--- config.mk ---
export PLATFORM = sky130hd
export DESIGN_NAME = bus_req_mux
export DESIGN_NICKNAME = d
export VERILOG_FILES = /design/src/rtl/tb_bus_pkg.sv /design/src/rtl/onehot_to_idx.sv /design/src/rtl/bus_req_mux.sv
export SDC_FILE = /design/constraint.sdc
export NUM_CORES = 1
export LEC_CHECK = 0
export ABC_AREA = 1
export CAP_MARGIN = 0
export CORE_MARGIN = 2
export CORE_UTILIZATION = 35
export DETAILED_ROUTE_END_ITERATION = 6
export PLACE_DENSITY = 0.87
export SYNTH_ARGS = -nofsm -noshare
export SYNTH_HDL_FRONTEND = slang
export SYNTH_SLANG_ARGS = --single-unit
--- constraint.sdc ---
create_clock -name clk -period 1.7 [get_ports clk]
set_clock_uncertainty 0.2 [all_clocks]
set_input_delay 0.17 -clock clk [delete_from_list [all_inputs] [get_ports clk]]
set_output_delay 0.17 -clock clk [all_outputs]
set_load 0.02 [all_outputs]
--- src/rtl/tb_bus_pkg.sv ---
// Shared types and sizing helpers for the bus request mux.
package tb_bus_pkg;

    typedef enum logic [1:0] {
        IDLE = 2'd0,
        ADDR = 2'd1,
        RESP = 2'd2
    } state_e;

    localparam int TIMEOUT_DEF = 1024;

    // Owner index width; a single master still needs one bit.
    function automatic int idx_width(input int num);
        return (num > 1) ? $clog2(num) : 1;
    endfunction

    // Timeout counter must be able to hold TIMEOUT itself.
    function automatic int tmo_width(input int timeout);
        return (timeout > 0) ? $clog2(timeout + 1) : 1;
    endfunction

    localparam int TMO_W_DEF = tmo_width(TIMEOUT_DEF);

endpackage

--- src/rtl/onehot_to_idx.sv ---
// One-hot arbiter grant to binary owner index, plus validity flags.
module onehot_to_idx #(
    parameter int N = 2,
    parameter int W = 1
) (
    input  logic [N-1:0] onehot,
    output logic [W-1:0] idx,
    output logic         any,
    output logic         multi
);

    localparam logic [N-1:0] ONE = N'(1);

    // Lowest set bit wins so a malformed grant still resolves deterministically.
    always_comb begin
        idx = '0;
        for (int i = N - 1; i >= 0; i--) begin
            if (onehot[i]) begin
                idx = W'(i);
            end
        end
    end

    assign any   = |onehot;
    assign multi = (onehot & (onehot - ONE)) != '0;

endmodule

--- src/rtl/bus_req_mux.sv ---
// Locks the arbiter's winner, forwards its single transaction to the slave port
// and routes the response back to that winner only.
//
//  state | meaning
//  IDLE  | arbiter sees m_req; waiting for a grant
//  ADDR  | s_req high with latched owner fields; waiting for s_gnt
//  RESP  | request accepted; waiting for s_rvalid
module bus_req_mux
    import tb_bus_pkg::*;
#(
    parameter int NUM     = 2,
    parameter int AW      = 32,
    parameter int DW      = 32,
    parameter int TIMEOUT = TIMEOUT_DEF
) (
    input  logic                           clk,
    input  logic                           reset,
    input  logic [NUM-1:0]                 m_req,
    input  logic [NUM-1:0]                 m_we,
    input  logic [NUM-1:0][AW-1:0]         m_addr,
    input  logic [NUM-1:0][DW-1:0]         m_wdata,
    input  logic [NUM-1:0][DW/8-1:0]       m_be,
    output logic [NUM-1:0]                 m_gnt,
    output logic [NUM-1:0]                 m_rvalid,
    output logic [DW-1:0]                  m_rdata,
    output logic [NUM-1:0]                 arb_req,
    input  logic [NUM-1:0]                 arb_grant,
    output logic                           s_req,
    output logic                           s_we,
    output logic [AW-1:0]                  s_addr,
    output logic [DW-1:0]                  s_wdata,
    output logic [DW/8-1:0]                s_be,
    input  logic                           s_gnt,
    input  logic                           s_rvalid,
    input  logic [DW-1:0]                  s_rdata,
    output logic                           err
);

    localparam int              IW      = idx_width(NUM);
    localparam int              TW      = tmo_width(TIMEOUT);
    localparam logic [TW-1:0]   TMO_LIM = TW'(TIMEOUT);

    state_e          state;
    logic [IW-1:0]   owner;
    logic [IW-1:0]   gnt_idx;
    logic            gnt_any;
    logic            gnt_multi;
    logic [TW-1:0]   tmo_cnt;
    logic            in_idle;
    logic            in_addr;
    logic            in_resp;
    logic            leaving;
    logic            tmo_hit;
    logic            err_set;

    onehot_to_idx #(
        .N (NUM),
        .W (IW)
    ) u_onehot_to_idx (
        .onehot (arb_grant),
        .idx    (gnt_idx),
        .any    (gnt_any),
        .multi  (gnt_multi)
    );

    assign in_idle = (state == IDLE);
    assign in_addr = (state == ADDR);
    assign in_resp = (state == RESP);

    assign leaving = (in_idle && gnt_any)
                   || (in_addr && s_gnt)
                   || (in_resp && s_rvalid);

    // Fires on the edge where the counter would reach TIMEOUT; FSM keeps waiting.
    assign tmo_hit = (TIMEOUT > 0) && !in_idle && !leaving
                   && (tmo_cnt != TMO_LIM)
                   && ((tmo_cnt + TW'(1)) == TMO_LIM);

    assign err_set = tmo_hit
                   || (in_idle && (|m_req) && gnt_multi)
                   || (in_addr && !m_req[owner])
                   || (s_rvalid && !in_resp);

    // Arbiter only sees requests while idle so its priority moves once per transaction.
    assign arb_req = (!reset && in_idle) ? m_req : '0;

    // Pulses are gated by reset so an abandoned transaction never reaches the master.
    always_comb begin
        m_gnt    = '0;
        m_rvalid = '0;
        m_rdata  = '0;
        if (!reset && in_addr && s_gnt) begin
            m_gnt[owner] = 1'b1;
        end
        if (!reset && in_resp && s_rvalid) begin
            m_rvalid[owner] = 1'b1;
            m_rdata         = s_rdata;
        end
    end

    always_ff @(posedge clk) begin
        if (reset) begin
            state   <= IDLE;
            owner   <= '0;
            s_req   <= 1'b0;
            s_we    <= 1'b0;
            s_addr  <= '0;
            s_wdata <= '0;
            s_be    <= '0;
            tmo_cnt <= '0;
            err     <= 1'b0;
        end else begin
            if (err_set) begin
                err <= 1'b1;
            end

            if (leaving) begin
                tmo_cnt <= '0;
            end else if (!in_idle && (TIMEOUT > 0) && (tmo_cnt != TMO_LIM)) begin
                tmo_cnt <= tmo_cnt + TW'(1);
            end

            case (state)
                IDLE: begin
                    if (gnt_any) begin
                        owner   <= gnt_idx;
                        s_req   <= 1'b1;
                        s_we    <= m_we[gnt_idx];
                        s_addr  <= m_addr[gnt_idx];
                        s_wdata <= m_wdata[gnt_idx];
                        s_be    <= m_be[gnt_idx];
                        state   <= ADDR;
                    end
                end
                ADDR: begin
                    if (s_gnt) begin
                        s_req <= 1'b0;
                        state <= RESP;
                    end
                end
                RESP: begin
                    if (s_rvalid) begin
                        state <= IDLE;
                    end
                end
                default: begin
                    s_req <= 1'b0;
                    state <= IDLE;
                end
            endcase
        end
    end

endmodule

==> results.tsv <==
metric	value	unit
synth_commonest_cells	85 x dfxtp_1, 83 x a21oi_1, 82 x nor2_1	
power.leakage	3.48	nW
drc	0	
switchingPower	1.97	mW
r2r-start	state[0]$_SDFFE_PP0P_	
violations	negative setup slack	
cts_num_sinks	85	
max_freq	0.537	GHz
top_level_ports	287	
clk_path_buf_depth	2	
synth_warnings	0	
viasPerCell	5.09	
min_path_cells	2	
min_to	s_addr[8]$_SDFFE_PP0P_	
fin_area	8050	µm²
period_share	109	%
reg2reg_slack	0	ns
die_y	112	µm
placed_area	7310	µm²
io_buffers	286	
syn_avg_cell_area	7.11	µm²
pwr-share-clk	30.4	%
p_per_area	807	nW/µm²
start_kind	flip-flop	
dp_hpwl	11300	µm
power_frac_seq	36.0	%
min-delay-start	s_addr[8]$_SDFFE_PP0P_	
fin_cells	1031	
fin_crit	1.86	ns
syn_inst	575	
maxSlewHeadroom	68.6	%
ys_seq_area_share	41.6	%
vias	5244	
grt_pass1_wl	22700	µm
timing.final.ws_setup	-0.161	ns
synth-edff-count	0	
cp_data_required_time	1.33	ns
grt_overflow	0	
synth_top_area_cell	dfxtp_1	
holdCritPathClass	reg2reg	
drive_above_1_share	18.5	%
cts_tree	done	
cts.root.buffer_cell	clkbuf_16	
dieArea	12600	µm²
cap_violations	0	
synth_seq_cells	85	
ys_types	27	
place_inst	1003	
cp-startpoint	state[1]$_SDFFE_PP0P_	
n_fill_cell	908	
swShare	30.4	%
first_pass_iters	4	
rsz0062_at_grt	yes	
grt_max_degree	59	
grt_pass1_vias	4656	
hold_viol_final	0	
synth.most_common_cell	dfxtp_1	
critPathKind	reg2out	
numCtsBuffers	9	
syn_area	4090	µm²
reg2reg_to	err$_SDFFE_PP0P_	
power.share.combinational	33.6	%
antenna_found_initial	0	
worstMarginPinSlew	0.471	ns
peakVddDrop	0.564	mV
die_w	112	µm
synthArstFlopShare	0	%
yosys-top-cells-area	dfxtp_1 42%, a21oi_1 10%, o21ai_0 9.1%	
synth_top_area_share	41.6	%
synth_fp_nets	756	
finalSetupViolCount	35	
worstSkewPairLatency	0.33	ns
drt_iter0_markers	255	
internal-power	4.52	mW
drt-wirelength-per-cell	16.1	µm
clk_pin_slew	0.06	ns
track_usage	22.4	%
ff2ff_path_depth	9	
wirelength	16600	µm
slew_violations	0	
start_util	35.8	%
ant_nets	0	
coreArea	11400	µm²
status	finished, violations left	
antenna_cells	0	
final_nets	1064	
end_kind	output port	
area_growth	96.9	%
gp_congestion	0.878	
synthFlopType	dfxtp_1	
rows	39	
htree_levels	3	
cp_max_fo	8	
cp.arrival	1.49	ns
-- logic make-up (layout without fill, tap and decap cells) --
| logic type | Yosys count | after routing | synth area share, % |
|---|---|---|---|
| AOI/OAI and AO/OA | 224 | 224 | 29.6 |
| adders and majority gates | 3 | 3 | 0.918 |
| DFF | 85 | 85 | 41.6 |
| and+or+nand+nor | 162 | 163 | 16.8 |
| buffers and inverters | 101 | 413 | 11.0 |
-- worst max-delay path: stages, from the launching register on --
cell     delay [ns]
dfxtp_2        0.34
inv_2          0.05
nor2_4         0.11
nand3_4        0.13
buf_6          0.18
nor2_1         0.17
buf_4          0.18
-- state kept, by name (all words and copies together), names as in the netlist --
name	flops
owner	1
err	1
tmo_cnt	11
s_req	1
s_be	4
s_wdata	32
s_addr	32
state	2
s_we	1
-- timing repair --
| item | in CTS | in global routing |
|---|---|---|
| resized for setup | 194 | 95 |
| endpoints found under the setup margin | 42 | 109 |
| setup buffers | 0 | 2 |
| pin swaps | 3 | 7 |
| hold buffers | 0 | 0 |
| gates cloned | 0 | 10 |
-- layout make-up --
type	count	area, µm²	area share (%)
Tap cell	143	179	2.22
Timing Repair Buffer	337	3490	43.3
Sequential cell	85	1710	21.2
Clock inverter	5	58.8	0.730
Inverter	60	240	2.98
Multi-Input combinational cell	390	2140	26.6
Clock buffer	11	243	3.01
-- per-stage QoR --
stage | power, mW | hold WS [ns] | util, % | TNS [ns] | setup slack (ns)
2_1_floorplan | 3.28 | 0.148 | - | 0 | 0.0670
3_3_place_gp | 4.33 | 0.252 | 64.0 | -18.89 | -0.367
3_5_place_dp | 4.37 | 0.256 | 64.0 | -23.08 | -0.403
4_1_cts | 6.35 | 0.265 | 65.9 | -0.899 | -0.0452
5_1_grt | 6.81 | 0.289 | 70.5 | -4.31 | -0.230
6_report | 6.50 | 0.263 | 70.5 | -1.51 | -0.161
-- worst max-delay path by stage --
stage	end	slack, ns	cells after the start
3_5_place_dp	m_rdata[27]	-0.40	6
6_report	m_rdata[10]	-0.16	6
3_3_place_gp	m_rdata[18]	-0.37	6
2_1_floorplan	m_rdata[10]	0.07	5
5_1_grt	m_rdata[10]	-0.23	6
4_1_cts	m_rdata[27]	-0.05	6
-- placed cells by master (no fill, tap or decap), drive strengths merged --
cell type        n
o21bai           2
clkinv           2
inv             60
a21oi           83
bufinv           1
a211oi           3
o211ai           1
nand3           16
ha               3
dfxtp           85
nor3             2
o21ai           77
nand4            2
clkbuf          19
clkdlybuf4s50  232
dlygate4sd2      3
nand2           57
nor2            86
dlymetal6s2s    13
buf             81
o211a            1
o22ai           57
clkinvlp         2
-- power by group through the flow --
| stage | clock, mW | sequential (mW) | combinational, mW |
|---|---|---|---|
| 2_1_floorplan | 0 | 2.61 | 0.665 |
| 3_3_place_gp | 0 | 2.36 | 1.96 |
| 3_5_place_dp | 0 | 2.37 | 1.99 |
| 4_1_cts | 2.02 | 2.33 | 1.99 |
| 5_1_grt | 2.11 | 2.37 | 2.33 |
| 6_report | 1.98 | 2.34 | 2.18 |
-- metal layers --
layer	wire (µm)	track usage [%]	vias to the layer above
met2	8730	41.4	255
met4	437	7.97	0
li1	-	-	2575
met3	1180	6.16	28
met1	6280	24.4	2386
met5	0	0	-
No activity file was read; power rests on OpenSTA's default activity.
